File: config.mk
export PLATFORM = sky130hd
export DESIGN_NAME = multicycle_controller
export DESIGN_NICKNAME = d
export VERILOG_FILES = /design/src/rtl/multicycle_controller.sv
export SDC_FILE = /design/constraint.sdc
export NUM_CORES = 1
export LEC_CHECK = 0
export ABC_AREA = 0
export CORE_MARGIN = 1
export CORE_UTILIZATION = 36
export CTS_CLUSTER_DIAMETER = 40
export DETAILED_ROUTE_END_ITERATION = 10
export GPL_TIMING_DRIVEN = 1
export PLACE_DENSITY = 0.81
export SYNTH_ARGS = -nofsm -noshare
export SYNTH_HDL_FRONTEND = slang
export SYNTH_SLANG_ARGS = --single-unit
File: constraint.sdc
create_clock -name clk -period 1.3 [get_ports clk]
set_input_delay 0.26 -clock clk [delete_from_list [all_inputs] [get_ports clk]]
set_output_delay 0.26 -clock clk [all_outputs]
set_load 0.02 [all_outputs]
File: src/rtl/multicycle_controller.sv
// Control FSM for a multicycle MIPS-style datapath: sequences fetch/decode/execute
// phases and drives datapath selects, with an optional memory handshake.
module multicycle_controller #(
  parameter int MEM_HANDSHAKE = 0,
  parameter int EN_ADDI       = 1,
  parameter int EN_BNE        = 0
) (
  input  logic       clk,
  input  logic       reset,
  input  logic [5:0] op,
  input  logic [5:0] funct,
  input  logic       zero,
  input  logic       mem_ready,
  output logic       iord,
  output logic       memwrite,
  output logic       irwrite,
  output logic       regdst,
  output logic       memtoreg,
  output logic       regwrite,
  output logic       alusrca,
  output logic [1:0] alusrcb,
  output logic [1:0] pcsrc,
  output logic [2:0] alucontrol,
  output logic       pcen,
  output logic       illegal,
  output logic [3:0] state
);

  typedef enum logic [3:0] {
    S_FETCH  = 4'd0,
    S_DECODE = 4'd1,
    S_MEMADR = 4'd2,
    S_MEMRD  = 4'd3,
    S_MEMWB  = 4'd4,
    S_MEMWR  = 4'd5,
    S_RTEX   = 4'd6,
    S_ALUWB  = 4'd7,
    S_BRANCH = 4'd8,
    S_ADDIEX = 4'd9,
    S_ADDIWB = 4'd10,
    S_JUMP   = 4'd11
  } state_t;

  localparam logic [5:0] OP_RTYPE = 6'b000000;
  localparam logic [5:0] OP_J     = 6'b000010;
  localparam logic [5:0] OP_BEQ   = 6'b000100;
  localparam logic [5:0] OP_BNE   = 6'b000101;
  localparam logic [5:0] OP_ADDI  = 6'b001000;
  localparam logic [5:0] OP_LW    = 6'b100011;
  localparam logic [5:0] OP_SW    = 6'b101011;

  state_t state_q, state_d;
  logic   illegal_q, illegal_d;
  logic   mem_ok;

  // Without the handshake every memory access is assumed to finish in one cycle.
  assign mem_ok = (MEM_HANDSHAKE != 0) ? mem_ready : 1'b1;

  always_ff @(posedge clk) begin
    if (reset) begin
      state_q   <= S_FETCH;
      illegal_q <= 1'b0;
    end else begin
      state_q   <= state_d;
      illegal_q <= illegal_d;
    end
  end

  always_comb begin
    state_d    = state_q;
    illegal_d  = illegal_q;
    iord       = 1'b0;
    memwrite   = 1'b0;
    irwrite    = 1'b0;
    regdst     = 1'b0;
    memtoreg   = 1'b0;
    regwrite   = 1'b0;
    alusrca    = 1'b0;
    alusrcb    = 2'b00;
    pcsrc      = 2'b00;
    alucontrol = 3'b000;
    pcen       = 1'b0;
    case (state_q)
      S_FETCH: begin
        alusrcb    = 2'b01;
        alucontrol = 3'b010;
        irwrite    = mem_ok;
        pcen       = mem_ok;
        state_d    = mem_ok ? S_DECODE : S_FETCH;
      end
      S_DECODE: begin
        alusrcb    = 2'b11;
        alucontrol = 3'b010;
        state_d    = S_FETCH;
        case (op)
          OP_LW, OP_SW: state_d = S_MEMADR;
          OP_RTYPE:     state_d = S_RTEX;
          OP_BEQ:       state_d = S_BRANCH;
          OP_J:         state_d = S_JUMP;
          OP_BNE: begin
            if (EN_BNE != 0) state_d = S_BRANCH;
            else             illegal_d = 1'b1;
          end
          OP_ADDI: begin
            if (EN_ADDI != 0) state_d = S_ADDIEX;
            else              illegal_d = 1'b1;
          end
          default: illegal_d = 1'b1;
        endcase
      end
      S_MEMADR: begin
        alusrca    = 1'b1;
        alusrcb    = 2'b10;
        alucontrol = 3'b010;
        state_d    = (op == OP_LW) ? S_MEMRD : S_MEMWR;
      end
      S_MEMRD: begin
        iord    = 1'b1;
        state_d = mem_ok ? S_MEMWB : S_MEMRD;
      end
      S_MEMWB: begin
        regwrite = 1'b1;
        memtoreg = 1'b1;
        state_d  = S_FETCH;
      end
      S_MEMWR: begin
        iord     = 1'b1;
        memwrite = 1'b1;
        state_d  = mem_ok ? S_FETCH : S_MEMWR;
      end
      S_RTEX: begin
        alusrca = 1'b1;
        state_d = S_ALUWB;
        case (funct)
          6'b100000: alucontrol = 3'b010;
          6'b100010: alucontrol = 3'b110;
          6'b100100: alucontrol = 3'b000;
          6'b100101: alucontrol = 3'b001;
          6'b101010: alucontrol = 3'b111;
          default: begin
            alucontrol = 3'b010;
            illegal_d  = 1'b1;
          end
        endcase
      end
      S_ALUWB: begin
        regwrite = 1'b1;
        regdst   = 1'b1;
        state_d  = S_FETCH;
      end
      S_BRANCH: begin
        alusrca    = 1'b1;
        alucontrol = 3'b110;
        pcsrc      = 2'b01;
        // Only a supported bne can reach this state with op == BNE.
        pcen       = (op == OP_BNE) ? ~zero : zero;
        state_d    = S_FETCH;
      end
      S_ADDIEX: begin
        alusrca    = 1'b1;
        alusrcb    = 2'b10;
        alucontrol = 3'b010;
        state_d    = S_ADDIWB;
      end
      S_ADDIWB: begin
        regwrite = 1'b1;
        state_d  = S_FETCH;
      end
      S_JUMP: begin
        pcsrc   = 2'b10;
        pcen    = 1'b1;
        state_d = S_FETCH;
      end
      default: state_d = S_FETCH;
    endcase
  end

  assign illegal = illegal_q;
  assign state   = state_q;

endmodule
==> results of run 1 <==
## kinds of logic after synthesis
kind of cell,after synthesis,share of synthesized area
compound gates,26,0.318
flops,5,0.168
simple gates,39,0.328
mux,1,0.0168
xor+xnor,4,0.0590
buf+inv,10,0.109
## stage by stage
stage,hold WS [ns],instances,util,setup WS [ns]
3_5_place_dp,0.508,166,0.860,-1.04
3_3_place_gp,0.504,166,0.860,-0.948
2_1_floorplan,0.324,85,-,-0.0846
## cell usage after synthesis, types with 2 or more instances
| master | number |
|---|---|
| nor2_1 | 14 |
| buf_6 | 2 |
| nor3_1 | 5 |
| o211ai_1 | 2 |
| nor4_1 | 4 |
| nand3_1 | 3 |
| buf_2 | 2 |
| a41oi_1 | 2 |
| nor2b_1 | 2 |
| a21oi_1 | 5 |
| nand2b_1 | 2 |
| xor2_1 | 3 |
| inv_1 | 5 |
| dfxtp_1 | 5 |
| nand2_1 | 4 |
| o21ai_0 | 5 |
==> run summary, run 1 <==
Clock sink total: 5
Status: did not finish
Post-Syn Instances: 85
Failed at: clock tree synthesis (4_1_cts)
Clk buf depth: 2
Area contributors post-synth: dfxtp_1, nor2_1, xor2_1
Post-CTS Setup Bufs: 5
Die Ht: 42.6 µm
Synth top area share: 0.168
Error msg: [ERROR DPL-0033] detailed placement checks failed during check placement.
Avg Cell Area, Syn: 6.99 µm²
H-tree lvl count: 1
Post-synthesis sequential area ratio: 0.168
Post-synth cell types: 36
Placed inst area: 1310 µm²
Initial Util: 0.390
Die W: 42.6 µm
Ys async rst share: 0
Synth Warn #: 0
Rows: 14
Syn nets: 101
CTS Hold Bufs: 0
CTS buffer count: 3
Mapped Area: 594 µm²
Area leader, netlist: dfxtp_1
Port Buffers: 34
DPL Wire Length: 1860 µm
Most used DFF post-synth: dfxtp_1
# IOs: 36
Register bit total from synthesis: 5
Number of synthesized flops with an enable pin: 0
GP Congestion: 0.875
Clock Tree Root: clkbuf_4
Post-cts sizing count: 161
==> run 2, diff against run 1 <==
--- a/config.mk
+++ b/config.mk
@@ -6,12 +6,11 @@
 export NUM_CORES = 1
 export LEC_CHECK = 0
 export ABC_AREA = 0
-export CORE_MARGIN = 1
-export CORE_UTILIZATION = 36
-export CTS_CLUSTER_DIAMETER = 40
+export CORE_AREA = 2 2 63 65
 export DETAILED_ROUTE_END_ITERATION = 10
+export DIE_AREA = 0 0 65 67
 export GPL_TIMING_DRIVEN = 1
-export PLACE_DENSITY = 0.81
+export PLACE_DENSITY_LB_ADDON = 0.15
 export SYNTH_ARGS = -nofsm -noshare
 export SYNTH_HDL_FRONTEND = slang
 export SYNTH_SLANG_ARGS = --single-unit
==> run summary, run 2 <==
Wire length of the first global-routing pass: 4340 µm
Hold Path Class: in -> reg
Final Setup Violations: 15
Comb pwr share: 0.412
Syn nets: 101
R2R Path Start: state[1]
Mapped Area: 594 µm²
Largest net degree at the start of global routing: 10
Die W: 65 µm
LEAKAGE: 0.676 nW
Layout cells sized above 1: 0.738
Sequential Area: 113 µm²
WHS: 0.468 ns
Placeable Area: 3610 µm²
Initial Util: 0.165
Area contributors post-synth: dfxtp_1, nor2_1, xor2_1
Die area: 4360 µm²
Psw: 0.246 mW
Avg Cell Area, Syn: 6.99 µm²
Worst VDD drop: 0.222 mV
Clk pin slew, worst setup/hold paths: 0.04 ns
Post-synth cell types: 36
Area Overhead vs Synth: 183%
Synth Warn #: 0
Final WS setup: -0.202 ns
Number of synthesized flops with an enable pin: 0
CP required: 1.04 ns
Achievable Freq: 0.666 GHz
Final Skew: 0.00598 ns
Vias: 941
Post-synthesis mux area share: 0.0168
Count leader, synth: nor2_1
H-tree lvl count: 1
Post-Syn Instances: 85
Vias in the first global route: 965
Failing checks: setup timing
Post-synthesis sequential area ratio: 0.168
Fin. Hold Viols: 0
Synth Area in Compound Gates: 0.318
Ys async rst share: 0
CP Capture Type: primary output
Remaining Overflow, GRT: 0
Power density cells: 471 nW/µm²
Final Cycle Share: 1.16
Worst skew pair latency: 0.22 ns
Worst-Margin Slew: 0.314 ns
Max-cap violations: 0
Vias/cell: 4.44
Clock Tree Root: clkbuf_8
Clk pwr share: 0.375
Initial antenna violation count: 0
Max reg flops: 4
CTS buffer count: 3
RSZ-0062 raised after global routing: yes
Synth Area in Simple Gates: 0.328
Initial DRC count: 17
Die Ht: 67 µm
Commonest non-fill, non-tap cell in the layout: buf_4
Max-slew violation count: 0
Critical path launch point: state[1]
Min-delay src: op[4]
Rows: 22
Commonest non-fill, non-tap cells in the layout: buf_4, buf_6, nor2_4, nor2_1, dlygate4sd2_1
Slew HR: 0.789
Drt drc: 0
WS Path Type: reg -> out
Most used DFF post-synth: dfxtp_1
Crit-path max FO: 6
Nets: 181
Drt first pass iters: 4
Tmin final: 1.50 ns
Sequential power share: 0.213
Average wire per standard cell: 12.4 µm
Arr. time, crit path: 1.24 ns
Register bit total from synthesis: 5
Internal power: 0.546 mW
Fill cell count: 358
Largest family of logic cells by synthesized area: simple AND/OR/NAND/NOR gates
Antenna viol nets, final: 0
Drt total wl: 2640 µm
CTS Hold Bufs: 0
CTS tree: done
Multi-input gate area: 722 µm²
# IOs: 36
Diode count: 0
Xor/xnor share of the synthesized area: 0.0589
Port Buffers: 34
Synth top area share: 0.168
TNS Setup: -1.82 ns
Clock sink total: 5
Area leader, netlist: dfxtp_1
Clk buf depth: 2
Adder-cell share of the synthesized area: 0
Status: finished with violations
GP Congestion: 0.733
Total GRT Usage: 0.127
Sw Ratio: 0.311
DPL Wire Length: 1950 µm
CP Launch Type: flop
[run 2: cell counts after synthesis]
Identical to the previous run, type by type.
[run 2: worst max-delay path, cell delays in order, from the launching register on]
cell      delay [ns]
dfxtp_4         0.41
buf_12          0.12
nand2b_4        0.07
nor2_4          0.11
inv_2           0.06
a21oi_4         0.11
buf_6           0.12
[run 2: layout make-up]
type                       count  share of cell area
multi-input combinational     70               0.430
inverter                       5              0.0127
timing repair buffer          80               0.428
sequential                     5              0.0671
tap                           48              0.0358
clock buffer                   4              0.0268
[run 2: logic make-up after synthesis]
group,count (synthesis)
multiplexers,1
XOR/XNOR,4
flip-flops,5
buffers and inverters,10
AND/OR/NAND/NOR,39
AO/OA/AOI/OAI,26
[run 2: power by group through the flow]
stage	clock network [mW]	registers [mW]	logic, mW
floorplan	0	0.176	0.110
global placement	0	0.175	0.277
detailed placement	0	0.175	0.280
CTS	0.296	0.168	0.307
global route	0.313	0.169	0.350
finish	0.297	0.168	0.326
[run 2: path summary, 6_finish.rpt]
kind	depth (start not counted)	slack [ns]	to
min	4	0.47	illegal
max reg2reg	8	-0.04	state[1]
max	6	-0.20	alusrcb[1]
min reg2reg	2	0.51	illegal
[run 2: repair_timing]
item                                    4_1_cts  5_1_grt
endpoints found under the setup margin       25       21
buffers inserted                              6        1
pin swaps                                    20       14
gates resized for setup                     163       27
[run 2: through the flow]
| stage | std cells | setup slack (ns) | power [mW] | instance area, µm² | utilization |
|---|---|---|---|---|---|
| 6_report | 212 | -0.202 | 0.792 | 1680 | 0.466 |
| 5_1_grt | 212 | -0.260 | 0.832 | 1680 | 0.466 |
| 4_1_cts | 211 | -0.208 | 0.771 | 1570 | 0.436 |
| 3_5_place_dp | 201 | -1.03 | 0.455 | 1370 | 0.381 |
| 3_3_place_gp | 201 | -0.960 | 0.452 | 1370 | 0.381 |
| 2_1_floorplan | 85 | -0.0846 | 0.286 | 729 | - |
[run 2: layer usage]
metal  vias to the layer above  wire (µm)  global-route usage
met4                         0         22              0.0399
met5                         -          0                   0
met2                        25       1420               0.247
met3                         2        118              0.0169
li1                        476          -                   -
met1                       438       1070               0.142
Note: power is estimated with default switching activity, not from simulation.
